$ cat config.mk
export PLATFORM = sky130hd
export DESIGN_NAME = inst_fetch_cache
export DESIGN_NICKNAME = d
export VERILOG_FILES = /design/src/rtl/inst_fetch_cache.sv
export SDC_FILE = /design/constraint.sdc
export NUM_CORES = 1
export LEC_CHECK = 0
export ABC_CLOCK_PERIOD_IN_PS = 5400
export BUFFER_PORTS_ARGS = -buffer_cell sky130_fd_sc_hd__clkbuf_2
export CAP_MARGIN = 20
export CORE_ASPECT_RATIO = 2
export CORE_MARGIN = 8
export CORE_UTILIZATION = 55
export CTS_BUF_LIST = sky130_fd_sc_hd__clkbuf_16
export DETAILED_ROUTE_END_ITERATION = 12
export PLACE_DENSITY = 0.8
export REMOVE_ABC_BUFFERS = 1
export SYNTH_ARGS = -nofsm -noshare
export SYNTH_HDL_FRONTEND = slang
export SYNTH_SLANG_ARGS = --single-unit
$ cat constraint.sdc
create_clock -name clk_in -period 5.4 [get_ports clk_in]
set_input_delay 0 -clock clk_in [delete_from_list [all_inputs] [get_ports clk_in]]
set_output_delay 0 -clock clk_in [all_outputs]
set_load 0.03 [all_outputs]
$ cat src/rtl/inst_fetch_cache.sv
// Instruction-fetch responder: direct-mapped, word-granular I-cache that refills
// missing words one byte at a time through the shared memory arbiter.
module inst_fetch_cache #(
    parameter int IDX_W = 4
) (
    input  logic        clk_in,
    input  logic        rst_in,
    input  logic        rdy_in,
    input  logic        _clear,
    input  logic        _need_inst,
    input  logic [31:0] _pc,
    output logic        _inst_ready_out,
    output logic [31:0] _inst_out,
    output logic        _mem_rd_req,
    output logic [31:0] _mem_addr,
    input  logic        _mem_grant,
    input  logic [7:0]  _mem_byte_in
);
    localparam int LINES = 2 ** IDX_W;
    localparam int TAG_W = 30 - IDX_W;

    typedef enum logic [1:0] {IDLE, FILL, RESP} state_t;

    state_t            state_q, state_d;
    logic [31:2]       req_pc_q, req_pc_d;
    logic [2:0]        iss_q, iss_d;
    logic [2:0]        rcv_q, rcv_d;
    logic              pend_q, pend_d;
    logic [23:0]       bytes_q, bytes_d;
    logic [31:0]       inst_q, inst_d;
    logic [LINES-1:0]  valid_q, valid_d;
    logic [TAG_W-1:0]  tag_q [LINES];
    logic [31:0]       data_q [LINES];

    logic [IDX_W-1:0]  pc_idx, req_idx;
    logic [TAG_W-1:0]  pc_tag, req_tag;
    logic              hit;
    logic              issuing;
    logic              line_we;
    logic [31:0]       line_word;
    logic              unused_pc_bits;

    assign pc_idx         = _pc[IDX_W+1:2];
    assign pc_tag         = _pc[31:IDX_W+2];
    assign req_idx        = req_pc_q[IDX_W+1:2];
    assign req_tag        = req_pc_q[31:IDX_W+2];
    assign hit            = valid_q[pc_idx] && (tag_q[pc_idx] == pc_tag);
    assign issuing        = (state_q == FILL) && (iss_q < 3'd4);
    assign line_word      = {_mem_byte_in, bytes_q};
    assign unused_pc_bits = ^_pc[1:0];

    assign _inst_ready_out = (state_q == RESP);
    assign _inst_out       = inst_q;
    assign _mem_rd_req     = issuing;
    // Byte offset comes straight from the issue counter, so no carry into the word address.
    assign _mem_addr       = issuing ? {req_pc_q, iss_q[1:0]} : 32'd0;

    always_comb begin
        state_d  = state_q;
        req_pc_d = req_pc_q;
        iss_d    = iss_q;
        rcv_d    = rcv_q;
        pend_d   = pend_q;
        bytes_d  = bytes_q;
        inst_d   = inst_q;
        valid_d  = valid_q;
        line_we  = 1'b0;

        case (state_q)
            IDLE: begin
                if (_need_inst) begin
                    req_pc_d = _pc[31:2];
                    iss_d    = 3'd0;
                    rcv_d    = 3'd0;
                    pend_d   = 1'b0;
                    if (hit) begin
                        inst_d  = data_q[pc_idx];
                        state_d = RESP;
                    end else begin
                        state_d = FILL;
                    end
                end
            end
            FILL: begin
                pend_d = issuing && _mem_grant;
                if (issuing && _mem_grant) begin
                    iss_d = iss_q + 3'd1;
                end
                // A byte granted last cycle is always captured, even while issuing is stalled.
                if (pend_q) begin
                    rcv_d = rcv_q + 3'd1;
                    case (rcv_q[1:0])
                        2'd0: bytes_d[7:0]   = _mem_byte_in;
                        2'd1: bytes_d[15:8]  = _mem_byte_in;
                        2'd2: bytes_d[23:16] = _mem_byte_in;
                        default: begin
                            line_we = 1'b1;
                            inst_d  = line_word;
                            state_d = RESP;
                        end
                    endcase
                end
            end
            RESP: state_d = IDLE;
            default: state_d = IDLE;
        endcase

        // A flush still lets a just-completed line into the cache, but suppresses the response.
        if (_clear) begin
            state_d  = IDLE;
            req_pc_d = req_pc_q;
            iss_d    = 3'd0;
            rcv_d    = 3'd0;
            pend_d   = 1'b0;
            inst_d   = inst_q;
        end

        if (line_we) begin
            valid_d[req_idx] = 1'b1;
        end
    end

    always_ff @(posedge clk_in) begin
        if (rst_in) begin
            state_q  <= IDLE;
            req_pc_q <= '0;
            iss_q    <= 3'd0;
            rcv_q    <= 3'd0;
            pend_q   <= 1'b0;
            bytes_q  <= '0;
            inst_q   <= 32'd0;
            valid_q  <= '0;
        end else if (rdy_in) begin
            state_q  <= state_d;
            req_pc_q <= req_pc_d;
            iss_q    <= iss_d;
            rcv_q    <= rcv_d;
            pend_q   <= pend_d;
            bytes_q  <= bytes_d;
            inst_q   <= inst_d;
            valid_q  <= valid_d;
        end
    end

    always_ff @(posedge clk_in) begin
        if (!rst_in && rdy_in && line_we) begin
            tag_q[req_idx]  <= req_tag;
            data_q[req_idx] <= line_word;
        end
    end

endmodule

==> results_dict.tcl <==
set metrics [dict create \
    hpwl_um 57660 \
    min_period_over_period_pct 78.66 \
    fin_skew_ns 0.02457 \
    first_iter_violations 2727 \
    tightest_slew_ns 0.9595 \
    min-delay-start "_need_inst" \
    clkTransAtPathRegs_ns 0.07 \
    clkSinkCount 1038 \
    grt_pass1_vias 23730 \
    synth.top_cell.area_share_pct 67.12 \
    worstRegToRegCells 8 \
    cp-start-kind "primary input" \
    fin_area_um2 46340 \
    final_core_util_pct 61.95 \
    p_leak_nw 14.72 \
    crit_type "primary input to flop" \
    rsz0062_at_grt "false" \
    fin_cells 3468 \
    wire_per_inst_um 30.09 \
    cts_htree_levels 3 \
    cts_root_buf "clkbuf_16" \
    cts-resized-gates 0 \
    grt_max_degree 115 \
    cp_max_fo 66 \
    dpl_cell_area_um2 43260 \
    layout-drive-gt1-share_pct 21.87 \
    ys_ff_latch 1038 \
    grt_pass1_wl_um 153200 \
    start_util_pct 55.50 \
    outcome "finished, final reports clean" \
    synth_cell_type_count 60 \
    synth.most_common_cell "edfxtp_1" \
    area_delta_synth_final_pct 11.61 \
    r2r_setup_slack_ns 1.35 \
    die-area_um2 85060 \
    cap_viol_max_count 0 \
    setup_violations 0 \
    rr_startpoint "tag_q[12][25]$_DFFE_PP_" \
    die_h_um 404.5 \
    fp.dieW_um 210.3 \
    cellPowerDensity_nw_per_um2 330.5 \
    slew_violations 0 \
    synthTopCellsByArea "edfxtp_1, mux4_2, dfxtp_1, mux2i_1, nand2_1" \
    total_power_mw 15.32 \
    place_congestion 0.8022 \
    synth.top_cells.by_count "edfxtp_1, mux4_2, mux2i_1, dfxtp_1, nand2_1" \
    antenna_found_initial 1 \
    antenna_left 0 \
    drc_errors 0 \
    syn_avg_cell_area_um2 18.50 \
    ys_warn_count 0 \
    holdWs_ns 0.1430 \
    hp-class "primary input to flop" \
    numCtsBuffers 81 \
    vias 22800 \
    critPathCaptureType "flop" \
    wl_um 104400 \
    first_pass_iters 5 \
    rows 142 \
    clockBufferDepth 3 \
    hold_viol 0 \
    clock_latency_ns 0.65 \
    netlist_area_um2 41520 \
    core_area_um2 74800 \
    gr-total-overflow 0 \
    yosysSeqAreaShare_pct 72.43 \
    synthCells 2244 \
    cts_tree "built" \
    cp_data_arrival_time_ns 4.83 \
    layout.nets 2443 \
    min_path_cells 6 \
    ios 112 \
    synth_top_area_cell "edfxtp_1" \
    ys.flop_type "edfxtp_1" \
    fmax_mhz 235.4 \
    dp.cells 3274 \
    slowest_delay_ns 0.93 \
    port_buffers 109 \
    async_flop_share_pct 0 \
    crit_slowest_cell "or4_4" \
    grt_usage_pct 24.57 \
    num_antenna_cells 0 \
    crit_chain "dlygate4sd3_1, clkbuf_8, nor2b_1, a22oi_1, and4b_1, nor4_1, nand4_1, or4_4, or4_1, nand3_1" \
    peakVddDrop_uv 238.2 \
    whs_endpoint "pend_q$_SDFFE_PP0P_" \
    relSlewSlack_pct 35.57 \
    vias_per_cell 6.574 \
    timing.rr.end "_inst_out[0]$_SDFFE_PP0P_" \
    required_ns 5.99 \
    synth-edff-count 928 \
    fin_crit_ns 4.247 \
]
-- final cells by class --
cell class                 count  area, um^2
fill                        4971       28460
clock inverter                62       409.1
tap                         1008        1261
multi-input combinational   1046       10760
timing repair buffer         217        1582
inverter                       8       31.28
sequential                  1038       30070
clock buffer                  89        2227
-- metal layers --
layer  up-vias  part of all wire, %  global-route usage, %
met1     11760                   34                  28.73
met4         2                  5.1                  12.91
li1       9388                    -                      -
met3       306                  8.6                  4.349
met2      1345                   52                  42.95
met5         -                0.012                      0
-- flip-flops by register name, summed over array words and instances (netlist names) --
| name | flops |
|---|---|
| pend_q | 1 |
| iss_q | 3 |
| req_pc_q | 30 |
| data_q | 512 |
| rcv_q | 2 |
| state_q | 2 |
| bytes_q | 24 |
| tag_q | 416 |
| _inst_out | 32 |
| valid_q | 16 |
-- through the flow --
| stage | TNS [ns] | setup slack [ns] |
|---|---|---|
| after detailed placement | 0 | 1.033 |
| final | 0 | 1.153 |
| after global placement | 0 | 1.156 |
| after CTS | 0 | 1.146 |
| after floorplan | -1601.27 | -3.023 |
| after global routing | 0 | 1.004 |
-- kinds of logic after synthesis --
family / share of synthesized area, %
flip-flops: 72.43
AND/OR/NAND/NOR: 5.654
multiplexers: 15.64
AO/OA/AOI/OAI: 3.556
buffers and inverters: 1.983
XOR/XNOR: 0.5907
adder cells (fa/ha/maj): 0.1507
-- report_power, final --
group	internal, mW	leakage, nW	switching, mW
combinational	0.251	4.69	0.398
clock	3.21	1.38	2.74
sequential	8.67	8.65	0.0425
total	12.1	14.7	3.18
-- critical path, delay by kind of cell --
family	cells	cell delay, ns
and+or+nand+nor	7	3.47
buffers and inverters	2	1.05
AOI/OAI and AO/OA	1	0.21
-- what timing repair did --
item,CTS,global route
setup buffers,0,0
hold buffers,41,1
endpoints found under the hold margin,191,1
-- worst max-delay path by stage --
stage,cells past startpoint,start,slack [ns],to
finish,10,_pc[3],1.15,_inst_out[0]$_SDFFE_PP0P_
detailed placement,10,_pc[2],1.03,_inst_out[0]$_SDFFE_PP0P_
floorplan,5,state_q[0]$_SDFFE_PP0P_,-3.02,data_q[0][0]$_DFFE_PP_
global placement,10,_pc[2],1.16,_inst_out[28]$_SDFFE_PP0P_
CTS,10,_pc[3],1.15,_inst_out[0]$_SDFFE_PP0P_
global route,10,_pc[3],1.00,_inst_out[25]$_SDFFE_PP0P_
-- layout by cell type (no fill, tap or decap), types with 21 or more instances in the layout --
cell           instances
clkbuf_2             104
a21oi_1               64
dlygate4sd3_1         42
dfxtp_1              109
clkbuf_16             89
or4_1                 32
nand3_1               76
buf_4                 61
edfxtp_1             928
nor3b_1               34
nor2_1                21
nand2_1              104
and2_1                35
a22oi_1               29
mux2i_1              136
o21ai_0               37
a31oi_1               32
inv_1                 28
nor2b_1               40
mux4_2               221
No activity file was read; power rests on OpenSTA's default activity.
